## src/rtl/serial_adder_pkg.sv

```systemverilog
// Shared types and helpers for the bit-serial adder.
// State encoding is fixed so the FSM stays compatible with older flows.
package serial_adder_pkg;

   localparam logic [1:0] ST_IDLE = 2'd0;
   localparam logic [1:0] ST_RUN  = 2'd1;
   localparam logic [1:0] ST_DONE = 2'd2;

   typedef enum logic [1:0] {
      IDLE = ST_IDLE,
      RUN  = ST_RUN,
      DONE = ST_DONE
   } state_e;

   // Step counter width: $clog2(n), but never narrower than one bit.
   function automatic int unsigned cnt_width(input int unsigned n);
      return (n > 1) ? $clog2(n) : 1;
   endfunction

endpackage

```

## src/rtl/full_adder.sv

```systemverilog
// Single-bit full adder; one slice of the bit-serial adder's carry chain.
module full_adder (
   input  logic a,
   input  logic b,
   input  logic cin,
   output logic sum,
   output logic cout
);

   assign sum  = a ^ b ^ cin;
   assign cout = (a & b) | (cin & (a ^ b));

endmodule

```

## src/rtl/serial_adder_seq.sv

```systemverilog
// Bit-serial adder: LSB-first, BITS_PER_CYCLE bits per clock, one-cycle done pulse.
// Optional subtract port `sub` when SERIAL_ADDER_SUB_EN is defined.
module serial_adder_seq
   import serial_adder_pkg::*;
#(
   parameter int unsigned WIDTH          = 8,
   parameter int unsigned BITS_PER_CYCLE = 1
) (
   input  logic             clk,
   input  logic             rst_n,
   input  logic             start,
   input  logic [WIDTH-1:0] a,
   input  logic [WIDTH-1:0] b,
   input  logic             cin,
`ifdef SERIAL_ADDER_SUB_EN
   input  logic             sub,
`endif
   output logic             busy,
   output logic             done,
   output logic [WIDTH-1:0] result,
   output logic             cout,
   output logic             overflow
);

   localparam int unsigned BPC      = BITS_PER_CYCLE;
   localparam int unsigned N        = WIDTH / BPC;
   localparam int unsigned CW       = cnt_width(N);
   localparam logic [CW-1:0] CNT_LAST = CW'(N - 1);

   if ((WIDTH < 2) || (BPC == 0) || ((WIDTH % BPC) != 0)) begin : g_param_check
      $error("serial_adder_seq: BITS_PER_CYCLE must divide WIDTH and WIDTH must be >= 2");
   end

   state_e           state_q, state_d;
   logic [WIDTH-1:0] a_q, a_d;
   logic [WIDTH-1:0] b_q, b_d;
   logic             carry_q, carry_d;
   logic [CW-1:0]    cnt_q, cnt_d;
   logic [WIDTH-1:0] result_q, result_d;
   logic             cout_q, cout_d;
   logic             ovf_q, ovf_d;

   // Operand conditioning at start time.
   logic [WIDTH-1:0] b_load;
   logic             cin_load;

`ifdef SERIAL_ADDER_SUB_EN
   assign b_load   = sub ? ~b : b;
   assign cin_load = sub ? ~cin : cin;
`else
   assign b_load   = b;
   assign cin_load = cin;
`endif

   // Combinational carry chain across the slices used this cycle.
   logic [BPC:0]   chain;
   logic [BPC-1:0] sum_bits;

   assign chain[0] = carry_q;

   for (genvar i = 0; i < BPC; i++) begin : g_slice
      full_adder u_fa (
         .a    (a_q[i]),
         .b    (b_q[i]),
         .cin  (chain[i]),
         .sum  (sum_bits[i]),
         .cout (chain[i+1])
      );
   end

   // The A register doubles as the sum accumulator: consumed LSBs shift out while
   // fresh sum bits enter from the MSB side, so after N steps it holds the full sum.
   logic [WIDTH-1:0] a_next;

   if (BPC == WIDTH) begin : g_acc_full
      assign a_next = sum_bits;
   end else begin : g_acc_shift
      assign a_next = {sum_bits, a_q[WIDTH-1:BPC]};
   end

   always_comb begin
      state_d  = state_q;
      a_d      = a_q;
      b_d      = b_q;
      carry_d  = carry_q;
      cnt_d    = cnt_q;
      result_d = result_q;
      cout_d   = cout_q;
      ovf_d    = ovf_q;

      unique case (state_q)
         IDLE, DONE: begin
            if (start) begin
               state_d  = RUN;
               a_d      = a;
               b_d      = b_load;
               carry_d  = cin_load;
               cnt_d    = '0;
               result_d = '0;
               cout_d   = 1'b0;
               ovf_d    = 1'b0;
            end else begin
               state_d = IDLE;
            end
         end

         RUN: begin
            a_d     = a_next;
            b_d     = b_q >> BPC;
            carry_d = chain[BPC];
            cnt_d   = cnt_q + CW'(1);
            if (cnt_q == CNT_LAST) begin
               state_d  = DONE;
               result_d = a_next;
               cout_d   = chain[BPC];
               // Carry into the MSB vs. carry out of it flags signed overflow.
               ovf_d    = chain[BPC] ^ chain[BPC-1];
            end
         end

         default: begin
            state_d = IDLE;
         end
      endcase
   end

   always_ff @(posedge clk or negedge rst_n) begin
      if (!rst_n) begin
         state_q  <= IDLE;
         a_q      <= '0;
         b_q      <= '0;
         carry_q  <= 1'b0;
         cnt_q    <= '0;
         result_q <= '0;
         cout_q   <= 1'b0;
         ovf_q    <= 1'b0;
      end else begin
         state_q  <= state_d;
         a_q      <= a_d;
         b_q      <= b_d;
         carry_q  <= carry_d;
         cnt_q    <= cnt_d;
         result_q <= result_d;
         cout_q   <= cout_d;
         ovf_q    <= ovf_d;
      end
   end

   assign busy     = (state_q == RUN);
   assign done     = (state_q == DONE);
   assign result   = result_q;
   assign cout     = cout_q;
   assign overflow = ovf_q;

endmodule

```

## config.mk

```make
export PLATFORM = sky130hd
export DESIGN_NAME = serial_adder_seq
export DESIGN_NICKNAME = d
export VERILOG_FILES = /design/src/rtl/serial_adder_pkg.sv /design/src/rtl/full_adder.sv /design/src/rtl/serial_adder_seq.sv
export SDC_FILE = /design/constraint.sdc
export NUM_CORES = 1
export LEC_CHECK = 0
export CORE_UTILIZATION = 40
export CTS_CLUSTER_DIAMETER = 120
export DETAILED_ROUTE_END_ITERATION = 8
export PLACE_DENSITY = 0.66
export SETUP_SLACK_MARGIN = 0.5
export SLEW_MARGIN = 0
export SYNTH_ARGS = -nofsm -noshare
export SYNTH_HDL_FRONTEND = slang
export SYNTH_SLANG_ARGS = --single-unit
```

## constraint.sdc

```tcl
create_clock -name clk -period 2.1 [get_ports clk]
set_clock_uncertainty 0.15 [all_clocks]
set_input_delay 0.42 -clock clk [delete_from_list [all_inputs] [get_ports clk]]
set_output_delay 0.42 -clock clk [all_outputs]
set_load 0.02 [all_outputs]
```

==> results.cfg, run 1 <==
[timing]
slew_headroom_pct = 73.2
worst_pin_slew_ns = 0.402
timing_hold_violations_final = 0
finalCriticalPeriod_ns = 1.67
setup_tns_final_ns = 0
final_min_period_over_clock_period_pct = 79.7
slew_viol_final = 0
rsz_0062_raised_after_global_routing = true
finalSetupViolations = 0
upper_clock_frequency_limit_mhz = 598

[route]
drt_iter0_drc = 53
vias_per_cell = 5.29
antenna_left = 0
1st_pass_router_iterations = 4
via_count = 1185
wirelength_mm = 3.22
routed_wire_length_per_instance_um = 14.4
detail_route.drc_violations = 0

[grt]
wire_length_of_the_first_global_routing_pass_mm = 4.75
initial_antenna_violation_count = 0
globalRouteOverflowTotal = 0
first_global_vias = 1005
grt_start_max_net_pins = 33
globalRouteTotalUtil_pct = 18.4

[floorplanning]
die_width_um = 61.3
start_util_pct = 41.9
core_area_um2 = 3360
design.portCount = 32
chipHeight_um = 61.3
placement_rows = 21
die_area_um2 = 3760

[critical_path]
worst_r2r_path_depth = 6
worst_setup_path_start_kind = register
cp.depth = 4
critical_path.cell_chain = buf_6 -> nand2b_4 -> inv_4 -> buf_6
critical-path-top-cell-by-count = sky130_fd_sc_hd__buf_6
r2r_start = cnt_q[0]
crit_buf_inv = 3
critPathSlowestCell = sky130_fd_sc_hd__dfrtp_1
critPathTopFamily = flip-flops
endpoint_kind = primary output
r2r-end = result[5]
max_stage_delay_ns = 0.42
crit_type = register to primary output
cp_max_fo = 3
ff2ff_setup_slack_ns = 0.49
worst-endpoint-required_ns = 1.53
critical_path_arrival_ns = 1.10

[power_and_ir_drop]
share_clk_of_total_power_pct = 13.4
net-switching-power_uw = 1090
sequential_share_of_power_pct = 38.5
intPower_uw = 1680
power_frac_comb_pct = 48.1
power.ir.vdd_worst_mv = 0.587
total_leakage_power_uw = 0.000885
power.switching_fraction_pct = 39.4
power_density_nw_per_um2 = 1440

[cells_and_area]
n_fill_cell = 320
fraction_of_the_core_area_covered_by_cells_at_the_end_of_the_flow_pct = 57.4
final_nets = 200
multi_input_comb_area_um2 = 566
post_synthesis_to_final_layout_area_growth_pct = 37.2
layout_cell_share_with_drive_strength_beyond_1_pct = 25.3
seqCellArea_um2 = 801
diodes_inserted = 0

[logic_synthesis]
synth-warning-count = 0
synthesis.area_per_instance_um2 = 10.4
syn-instance-count = 136
total_nets_after_synthesis = 159
yosysSeqAreaShare_pct = 56.9
yosys_register_bits = 32
synthDistinctLibCells = 24
netlist_area_um2 = 1410

[placement]
gpl.final_weighted_congestion = 0.806
place.port_buffers = 31
place_hpwl_mm = 2.05

[cts]
maximum_level_of_the_cts_h_tree = 2
clock_path_buffers = 2
clk-insertion-delay-late_ns = 0.33
clk_root_buffer_cell = sky130_fd_sc_hd__clkbuf_4
cts_made_buffers = 5
tritoncts = built
number_of_clock_sinks = 32
clkTransAtPathRegs_ns = 0.10

[run]
cap_violations = 0

[worst_hold_path]
hold_class = primary input to async pin

[run_status]
status = finished clean
[cell type report]
class	count	share of cell area [%]
well taps	46	2.98
multi-input cells	83	29.3
flip-flops and latches	32	41.5
clock buffers	8	3.05
repair buffers	44	20.9
inverters	11	2.27
[power by group through the flow]
stage | Clock [µW] | Combinational, µW | Sequential (µW)
2_1_floorplan | 0 | 764 | 1110
3_3_place_gp | 0 | 1200 | 1050
3_5_place_dp | 0 | 1240 | 1070
4_1_cts | 377 | 1280 | 1050
5_1_grt | 402 | 1470 | 1100
6_report | 371 | 1330 | 1070
[cell families (layout without fill, tap and decap cells)]
| family | Yosys count | after routing | share of synthesized area, % |
|---|---|---|---|
| buffers and inverters | 21 | 63 | 7.56 |
| XOR/XNOR | 1 | 1 | 0.622 |
| multiplexers | 2 | 2 | 1.42 |
| AND/OR/NAND/NOR | 48 | 48 | 15.7 |
| flip-flops | 32 | 32 | 56.9 |
| adder cells (fa/ha/maj) | 3 | 3 | 3.20 |
| AO/OA/AOI/OAI | 29 | 29 | 14.6 |
[routing by layer]
metal | part of all wire [%] | GRT usage [%] | up-vias | wire length, µm
met5 | 0 | 0 | - | 0
met4 | 2.4 | 7.79 | 0 | 76
met3 | 5.3 | 6.72 | 8 | 169
met2 | 49 | 29.8 | 32 | 1590
met1 | 43 | 22.0 | 589 | 1390
li1 | - | - | 556 | -
[through the flow]
| stage | setup slack [ns] | instances | hold WS [ns] | power [µW] | area (µm²) |
|---|---|---|---|---|---|
| 2_1_floorplan | 0.590 | 136 | -0.0256 | 1880 | 1410 |
| 3_3_place_gp | 0.174 | 209 | 0.335 | 2250 | 1780 |
| 3_5_place_dp | 0.130 | 209 | 0.340 | 2310 | 1780 |
| 4_1_cts | 0.421 | 219 | 0.346 | 2710 | 1880 |
| 5_1_grt | 0.367 | 224 | 0.364 | 2980 | 1930 |
| 6_report | 0.427 | 224 | 0.331 | 2780 | 1930 |
[flip-flops by register name, indices dropped and copies added, names as in the netlist]
signal    flops
result        8
carry_q       1
overflow      1
cout          1
b_q           8
cnt_q         3
state_q       2
a_q           8
[synth_stat cells]
| master | count | share of area [%] |
|---|---|---|
| sky130_fd_sc_hd__inv_2 | 1 | 0.27 |
| sky130_fd_sc_hd__fa_1 | 1 | 1.4 |
| sky130_fd_sc_hd__buf_4 | 2 | 1.1 |
| sky130_fd_sc_hd__nor2_1 | 9 | 2.4 |
| sky130_fd_sc_hd__dfrtp_1 | 32 | 57 |
| sky130_fd_sc_hd__a221o_1 | 8 | 5.7 |
| sky130_fd_sc_hd__a31oi_1 | 7 | 3.1 |
| sky130_fd_sc_hd__nand3b_1 | 1 | 0.53 |
| sky130_fd_sc_hd__clkbuf_1 | 2 | 0.53 |
| sky130_fd_sc_hd__inv_1 | 10 | 2.7 |
| sky130_fd_sc_hd__buf_6 | 2 | 1.6 |
| sky130_fd_sc_hd__a22o_1 | 3 | 1.9 |
| sky130_fd_sc_hd__nor3_1 | 7 | 2.5 |
| sky130_fd_sc_hd__nand3_1 | 12 | 4.3 |
| sky130_fd_sc_hd__nand2b_2 | 1 | 0.62 |
| sky130_fd_sc_hd__nand2b_1 | 1 | 0.44 |
| sky130_fd_sc_hd__nand2_1 | 15 | 4.0 |
| sky130_fd_sc_hd__buf_2 | 4 | 1.4 |
| sky130_fd_sc_hd__xor2_1 | 1 | 0.62 |
| sky130_fd_sc_hd__and2b_1 | 1 | 0.53 |
| sky130_fd_sc_hd__nor2b_1 | 1 | 0.44 |
| sky130_fd_sc_hd__o21ai_0 | 11 | 3.9 |
| sky130_fd_sc_hd__mux2i_1 | 2 | 1.4 |
| sky130_fd_sc_hd__ha_1 | 2 | 1.8 |
[placed cells by master, fill, tap and decap left out, drive strengths merged]
| cell type | synthesis | routed |
|---|---|---|
| nand2b | 2 | 2 |
| mux2i | 2 | 2 |
| nor3 | 7 | 7 |
| nand3 | 12 | 12 |
| and2b | 1 | 1 |
| nor2 | 9 | 9 |
| a22o | 3 | 3 |
| o21ai | 11 | 11 |
| nand3b | 1 | 1 |
| nand2 | 15 | 15 |
| clkdlybuf4s50 | 0 | 19 |
| buf | 8 | 16 |
| xor2 | 1 | 1 |
| a221o | 8 | 8 |
| clkdlybuf4s15 | 0 | 1 |
| fa | 1 | 1 |
| ha | 2 | 2 |
| a31oi | 7 | 7 |
| nor2b | 1 | 1 |
| dfrtp | 32 | 32 |
| inv | 11 | 11 |
| clkbuf | 2 | 16 |
[worst max path at each step]
stage	start	to	slack, ns
after global routing	cnt_q[0]	result[5]	0.37
after global placement	start	a_q[1]	0.17
final	state_q[0]	busy	0.43
after detailed placement	start	a_q[4]	0.13
after CTS	state_q[0]	busy	0.42
after floorplan	cnt_q[0]	overflow	0.59
[repair_timing]
action | CTS | global route
gates resized for setup | 39 | 35
cloned | 0 | 3
pin swaps | 0 | 6
setup endpoints to repair | 17 | 22
buffers inserted | 2 | 2
hold buffers | 0 | 0
endpoints found under the hold margin | 0 | 0
(Power assumes the default switching activity.)
==> inputs of run 2 (changes only) <==
--- a/config.mk
+++ b/config.mk
@@ -8,7 +8,7 @@
 export CORE_UTILIZATION = 40
 export CTS_CLUSTER_DIAMETER = 120
 export DETAILED_ROUTE_END_ITERATION = 8
-export PLACE_DENSITY = 0.66
+export PLACE_DENSITY = 0.69
 export SETUP_SLACK_MARGIN = 0.5
 export SLEW_MARGIN = 0
 export SYNTH_ARGS = -nofsm -noshare
==> constraint.sdc (replaced) <==
create_clock -name clk -period 1.35 [get_ports clk]
set_clock_uncertainty 0.15 [all_clocks]
set_input_delay 0.27 -clock clk [delete_from_list [all_inputs] [get_ports clk]]
set_output_delay 0.27 -clock clk [all_outputs]
set_load 0.02 [all_outputs]
==> run 2 against run 1 <==
Critical path type unchanged. The run now ends with setup timing left. Critical path depth shrank 2. Sequential power is 59% higher. Setup slack worse by 0.64 ns. Count of clock-buffer cells in the layout did not move. Hold slack worse by 0.19 ns.
==> results.cfg, run 2 (synthesized netlist as in run 1, its figures left out) <==
[cells_and_area]
final_area_um2 = 2290
layout.cells.most_common = sky130_fd_sc_hd__dfrtp_1
post_synthesis_to_final_layout_area_growth_pct = 63.0
layout.cells.most_common_list = 31 x sky130_fd_sc_hd__dfrtp_1, 24 x sky130_fd_sc_hd__buf_6, 19 x sky130_fd_sc_hd__clkdlybuf4s50_1, 14 x sky130_fd_sc_hd__buf_4, 12 x sky130_fd_sc_hd__nand2_2
layout_cell_share_with_drive_strength_beyond_1_pct = 44.9
diodes_inserted = 0
fraction_of_the_core_area_covered_by_cells_at_the_end_of_the_flow_pct = 68.2
final_nets = 218

[power_and_ir_drop]
total_leakage_power_uw = 0.00106
power.switching_fraction_pct = 37.6
net-switching-power_uw = 1990
sequential_share_of_power_pct = 32.0
power_density_nw_per_um2 = 2310
power.ir.vdd_worst_mv = 1.12
share_clk_of_total_power_pct = 11.1
power_frac_comb_pct = 56.9
intPower_uw = 3310

[critical_path]
worst_r2r_path_depth = 5
critical_path_arrival_ns = 1.14
worst_setup_path_start_kind = register
worst-endpoint-required_ns = 0.93
r2r_start = state_q[0]
ff2ff_setup_slack_ns = -0.20
r2r-end = a_q[5]
cp_max_fo = 4
critPathTopFamily = flip-flops
crit_type = register to primary output
max_stage_delay_ns = 0.46
critPathSlowestCell = sky130_fd_sc_hd__dfrtp_2
critical_path.cell_chain = and2b_2 -> buf_6
endpoint_kind = primary output
crit_buf_inv = 1

[grt]
initial_antenna_violation_count = 0
wire_length_of_the_first_global_routing_pass_mm = 5.38
first_global_vias = 1152
globalRouteTotalUtil_pct = 20.8
globalRouteOverflowTotal = 0
grt_start_max_net_pins = 33

[run_status]
failed_checks = setup timing
status = finished, violations left

[cts]
post_cts_hold_buffer_count = 0
cts_made_buffers = 5
clk_root_buffer_cell = sky130_fd_sc_hd__clkbuf_4
maximum_level_of_the_cts_h_tree = 2
clock_path_buffers = 2
clkTransAtPathRegs_ns = 0.10
number_of_clock_sinks = 32
clk-insertion-delay-late_ns = 0.34
tritoncts = built

[timing]
final_min_period_over_clock_period_pct = 116
timing_hold_violations_final = 0
finalCriticalPeriod_ns = 1.56
finalSetupViolations = 32
rsz_0062_raised_after_global_routing = true
worst_pin_slew_ns = 0.204
upper_clock_frequency_limit_mhz = 640
hold_ws_ns = 0.144
slew_viol_final = 0
slew_headroom_pct = 86.4
postLayoutSetupSlackWorst_ns = -0.212

[route]
detail_route.drc_violations = 0
wirelength_mm = 3.75
1st_pass_router_iterations = 4
drt_iter0_drc = 49
via_count = 1265
vias_per_cell = 5.23
antenna_left = 0
routed_wire_length_per_instance_um = 15.5

[placement]
place_hpwl_mm = 2.22
place.port_buffers = 31
gpl.final_weighted_congestion = 0.791
place_area_um2 = 1870
pre_cts_slack_ns = -0.489

[floorplanning]
die_area_um2 = 3760
die_width_um = 61.3
core_area_um2 = 3360
design.portCount = 32
chipHeight_um = 61.3
start_util_pct = 41.9
placement_rows = 21

[run]
cap_violations = 0

[worst_hold_path]
hold_class = primary input to async pin
[run 2: cell types whose count changed in the layout (fill, tap and decap cells not counted), moves of 7 or more]
cell                       before  now
sky130_fd_sc_hd__buf_6          6   24
sky130_fd_sc_hd__nor3_1         7    0
sky130_fd_sc_hd__nor3_2         0    7
sky130_fd_sc_hd__nand2_1       15    3
sky130_fd_sc_hd__clkbuf_2       8    0
sky130_fd_sc_hd__nand2_2        0   12
sky130_fd_sc_hd__buf_4          6   14
[run 2: worst max path at each step]
stage / start / endpoint / slack (ns) / depth (start not counted)
floorplan: cnt_q[0] / cout / 0.01 / 6
global placement: start / a_q[0] / -0.43 / 5
detailed placement: start / a_q[1] / -0.49 / 5
CTS: state_q[0] / done / -0.22 / 2
global route: state_q[0] / done / -0.25 / 2
finish: state_q[0] / done / -0.21 / 2
[run 2: metrics by stage]
step	total power (µW)	cells	TNS, ns
floorplan	3090	136	0
global placement	3680	218	-7.68
detailed placement	3790	218	-8.79
CTS	4860	236	-2.54
global route	5620	242	-5.62
finish	5300	242	-3.78
[run 2: power by group through the flow]
stage	Clock, µW	Sequential [µW]	Combinational, µW
finish	587	1700	3020
global route	639	1740	3240
CTS	597	1680	2580
detailed placement	0	1660	2130
global placement	0	1640	2040
floorplan	0	1740	1350
[run 2: area by class of cell]
cell class                 count  area, µm²
clock buffer                   8       58.8
fill                         269       1070
inverter                      11       43.8
multi-input combinational     83        649
sequential                    32        802
tap                           46       57.6
timing repair buffer          62        683
[run 2: what timing repair did]
item	4_1_cts	5_1_grt
buffers inserted	7	5
pin swaps	3	19
cloned	3	1
endpoints found under the hold margin	0	0
gates resized for setup	95	30
setup endpoints to repair	44	44
[run 2: metal layers]
layer / vias to the layer above / global-route usage, % / part of all wire, %
met5: - / 0 / 0
met2: 32 / 33.2 / 51
li1: 597 / - / -
met4: 0 / 11.7 / 1.8
met3: 8 / 4.41 / 3.8
met1: 628 / 26.3 / 43
==> inputs of run 3 (changes only) <==
--- a/config.mk
+++ b/config.mk
@@ -5,10 +5,12 @@
 export SDC_FILE = /design/constraint.sdc
 export NUM_CORES = 1
 export LEC_CHECK = 0
+export CORE_MARGIN = 1.5
 export CORE_UTILIZATION = 40
 export CTS_CLUSTER_DIAMETER = 120
 export DETAILED_ROUTE_END_ITERATION = 8
 export PLACE_DENSITY = 0.69
+export RECOVER_POWER = 100
 export SETUP_SLACK_MARGIN = 0.5
 export SLEW_MARGIN = 0
 export SYNTH_ARGS = -nofsm -noshare
==> run 3 against run 2 <==
The flow still finishes with violations (setup timing). First-iteration DRC count grew 14%. Total power shrank 7.8%. Wire length shrank 2.2%. Critical path depth grew 5. Fmax grew 1.6%. Non-clock buffer count grew 3. Global-route usage shrank 2.4 points.
==> results.cfg, run 3 (synthesized netlist as in run 1, its figures left out) <==
[floorplanning]
core_area_um2 = 3360
placement_rows = 21
die_width_um = 62.3
chipHeight_um = 62.3
start_util_pct = 41.9
design.portCount = 32
die_area_um2 = 3880

[timing]
slew_headroom_pct = 46.0
finalSetupViolations = 32
upper_clock_frequency_limit_mhz = 650
timing_hold_violations_final = 0
hold_ws_ns = 0.347
worst_pin_slew_ns = 0.810
final_min_period_over_clock_period_pct = 114
slew_viol_final = 0
finalCriticalPeriod_ns = 1.54
postLayoutSetupSlackWorst_ns = -0.188
rsz_0062_raised_after_global_routing = true

[critical_path]
worst_setup_path_start_kind = register
endpoint_kind = register
ff2ff_setup_slack_ns = -0.19
r2r-end = result[5]
critical_path_arrival_ns = 1.64
r2r_start = cnt_q[0]
worst_setup_path_endpoint = result[5]
worst-endpoint-required_ns = 1.46
startpoint = cnt_q[0]
worst_r2r_path_depth = 7
cp_max_fo = 5
crit_type = register to register

[route]
routed_wire_length_per_instance_um = 15.0
detail_route.drc_violations = 0
antenna_left = 0
wirelength_mm = 3.67
drt-met1-wl_mm = 1.53
1st_pass_router_iterations = 4
maxUsedRoutingLayer = met4
dr_wl_met2_mm = 1.89
vias_per_cell = 5.18
detailroute.wirelength.met3_um = 196
drt_iter0_drc = 56
via_count = 1263

[cells_and_area]
layout_cell_share_with_drive_strength_beyond_1_pct = 39.4
layout.cells.most_common_list = 32 x sky130_fd_sc_hd__dfrtp_1, 24 x sky130_fd_sc_hd__buf_4, 19 x sky130_fd_sc_hd__clkdlybuf4s50_1, 15 x sky130_fd_sc_hd__nand2_1, 12 x sky130_fd_sc_hd__buf_6
layout.cells.most_common = sky130_fd_sc_hd__dfrtp_1
final_nets = 221
diodes_inserted = 0
post_synthesis_to_final_layout_area_growth_pct = 55.8

[run]
cap_violations = 0

[grt]
grt_start_max_net_pins = 33
initial_antenna_violation_count = 0
first_global_vias = 1212
globalRouteOverflowTotal = 0
globalRouteTotalUtil_pct = 18.4
wire_length_of_the_first_global_routing_pass_mm = 5.51

[power_and_ir_drop]
intPower_uw = 3040
power_frac_comb_pct = 53.8
power.switching_fraction_pct = 37.8
share_clk_of_total_power_pct = 12.5
total_leakage_power_uw = 0.00104
net-switching-power_uw = 1850
power_density_nw_per_um2 = 2230
sequential_share_of_power_pct = 33.7
power.ir.vdd_worst_mv = 1.31

[placement]
pre_cts_slack_ns = -0.486
place.port_buffers = 31
gpl.final_weighted_congestion = 0.788
place_hpwl_mm = 2.17

[worst_hold_path]
hold_class = primary input to async pin

[cts]
clk-insertion-delay-late_ns = 0.33
clock_path_buffers = 2
number_of_clock_sinks = 32
cts_made_buffers = 5
maximum_level_of_the_cts_h_tree = 2
clkTransAtPathRegs_ns = 0.10
tritoncts = built
clk_root_buffer_cell = sky130_fd_sc_hd__clkbuf_4

[run_status]
status = finished, violations left
failed_checks = setup timing
## run 3: changes by cell type in the layout (fill, tap and decap cells not counted), sizes merged
cell / change
buf: +1
bufbuf: -1
clkbuf: +2
## run 3: power by group through the flow
stage / registers, µW / clock network (µW) / logic, µW
detailed placement: 1660 / 0 / 2120
floorplan: 1740 / 0 / 1350
CTS: 1660 / 622 / 2390
global route: 1690 / 662 / 2900
finish: 1650 / 609 / 2630
global placement: 1640 / 0 / 2040
## run 3: per-layer routing
layer | up-vias | GRT usage, %
met2 | 36 | 30.3
li1 | 595 | -
met4 | 0 | 6.67
met1 | 625 | 22.7
met5 | - | 0
met3 | 7 | 5.98
## run 3: worst min path at each step
stage / from / cells past startpoint / to / slack (ns)
global placement: b_q[7] / 1 / b_q[7] / 0.34
finish: rst_n / 2 / state_q[1] / 0.35
floorplan: rst_n / 0 / a_q[0] / -0.18
global route: b[6] / 3 / b_q[6] / 0.33
CTS: rst_n / 2 / result[4] / 0.16
detailed placement: result[7] / 2 / result[7] / 0.35
## run 3: final cells by class
| cell class | count | area (µm²) |
|---|---|---|
| Fill cell | 316 | 1170 |
| Tap cell | 46 | 57.6 |
| Inverter | 11 | 43.8 |
| Sequential cell | 32 | 801 |
| Clock buffer | 7 | 65.1 |
| Multi-Input combinational cell | 83 | 616 |
| Timing Repair Buffer | 65 | 611 |
## run 3: worst max-delay path: stages, from the launching register on
cell	delay (ns)
sky130_fd_sc_hd__dfrtp_1	0.40
sky130_fd_sc_hd__ha_2	0.21
sky130_fd_sc_hd__ha_4	0.16
sky130_fd_sc_hd__nand3b_1	0.11
sky130_fd_sc_hd__buf_6	0.15
sky130_fd_sc_hd__clkbuf_16	0.15
sky130_fd_sc_hd__nand3_2	0.06
sky130_fd_sc_hd__o21ai_1	0.08
## run 3: what timing repair did
item	CTS	global route
pin swaps	3	15
buffers inserted	8	6
hold buffers	0	0
resized for setup	84	18
endpoints found under the setup margin	44	44
gates cloned	2	3
## run 3: metrics by stage
stage	total power (µW)	cell area [µm²]	cells	TNS, ns	utilization, %
2_1_floorplan	3090	1470	136	0	-
3_3_place_gp	3680	1870	218	-7.65	55.7
6_report	4890	2190	244	-4.02	65.2
4_1_cts	4670	2070	235	-3.16	61.5
3_5_place_dp	3780	1870	218	-8.36	55.7
5_1_grt	5250	2190	244	-5.86	65.2
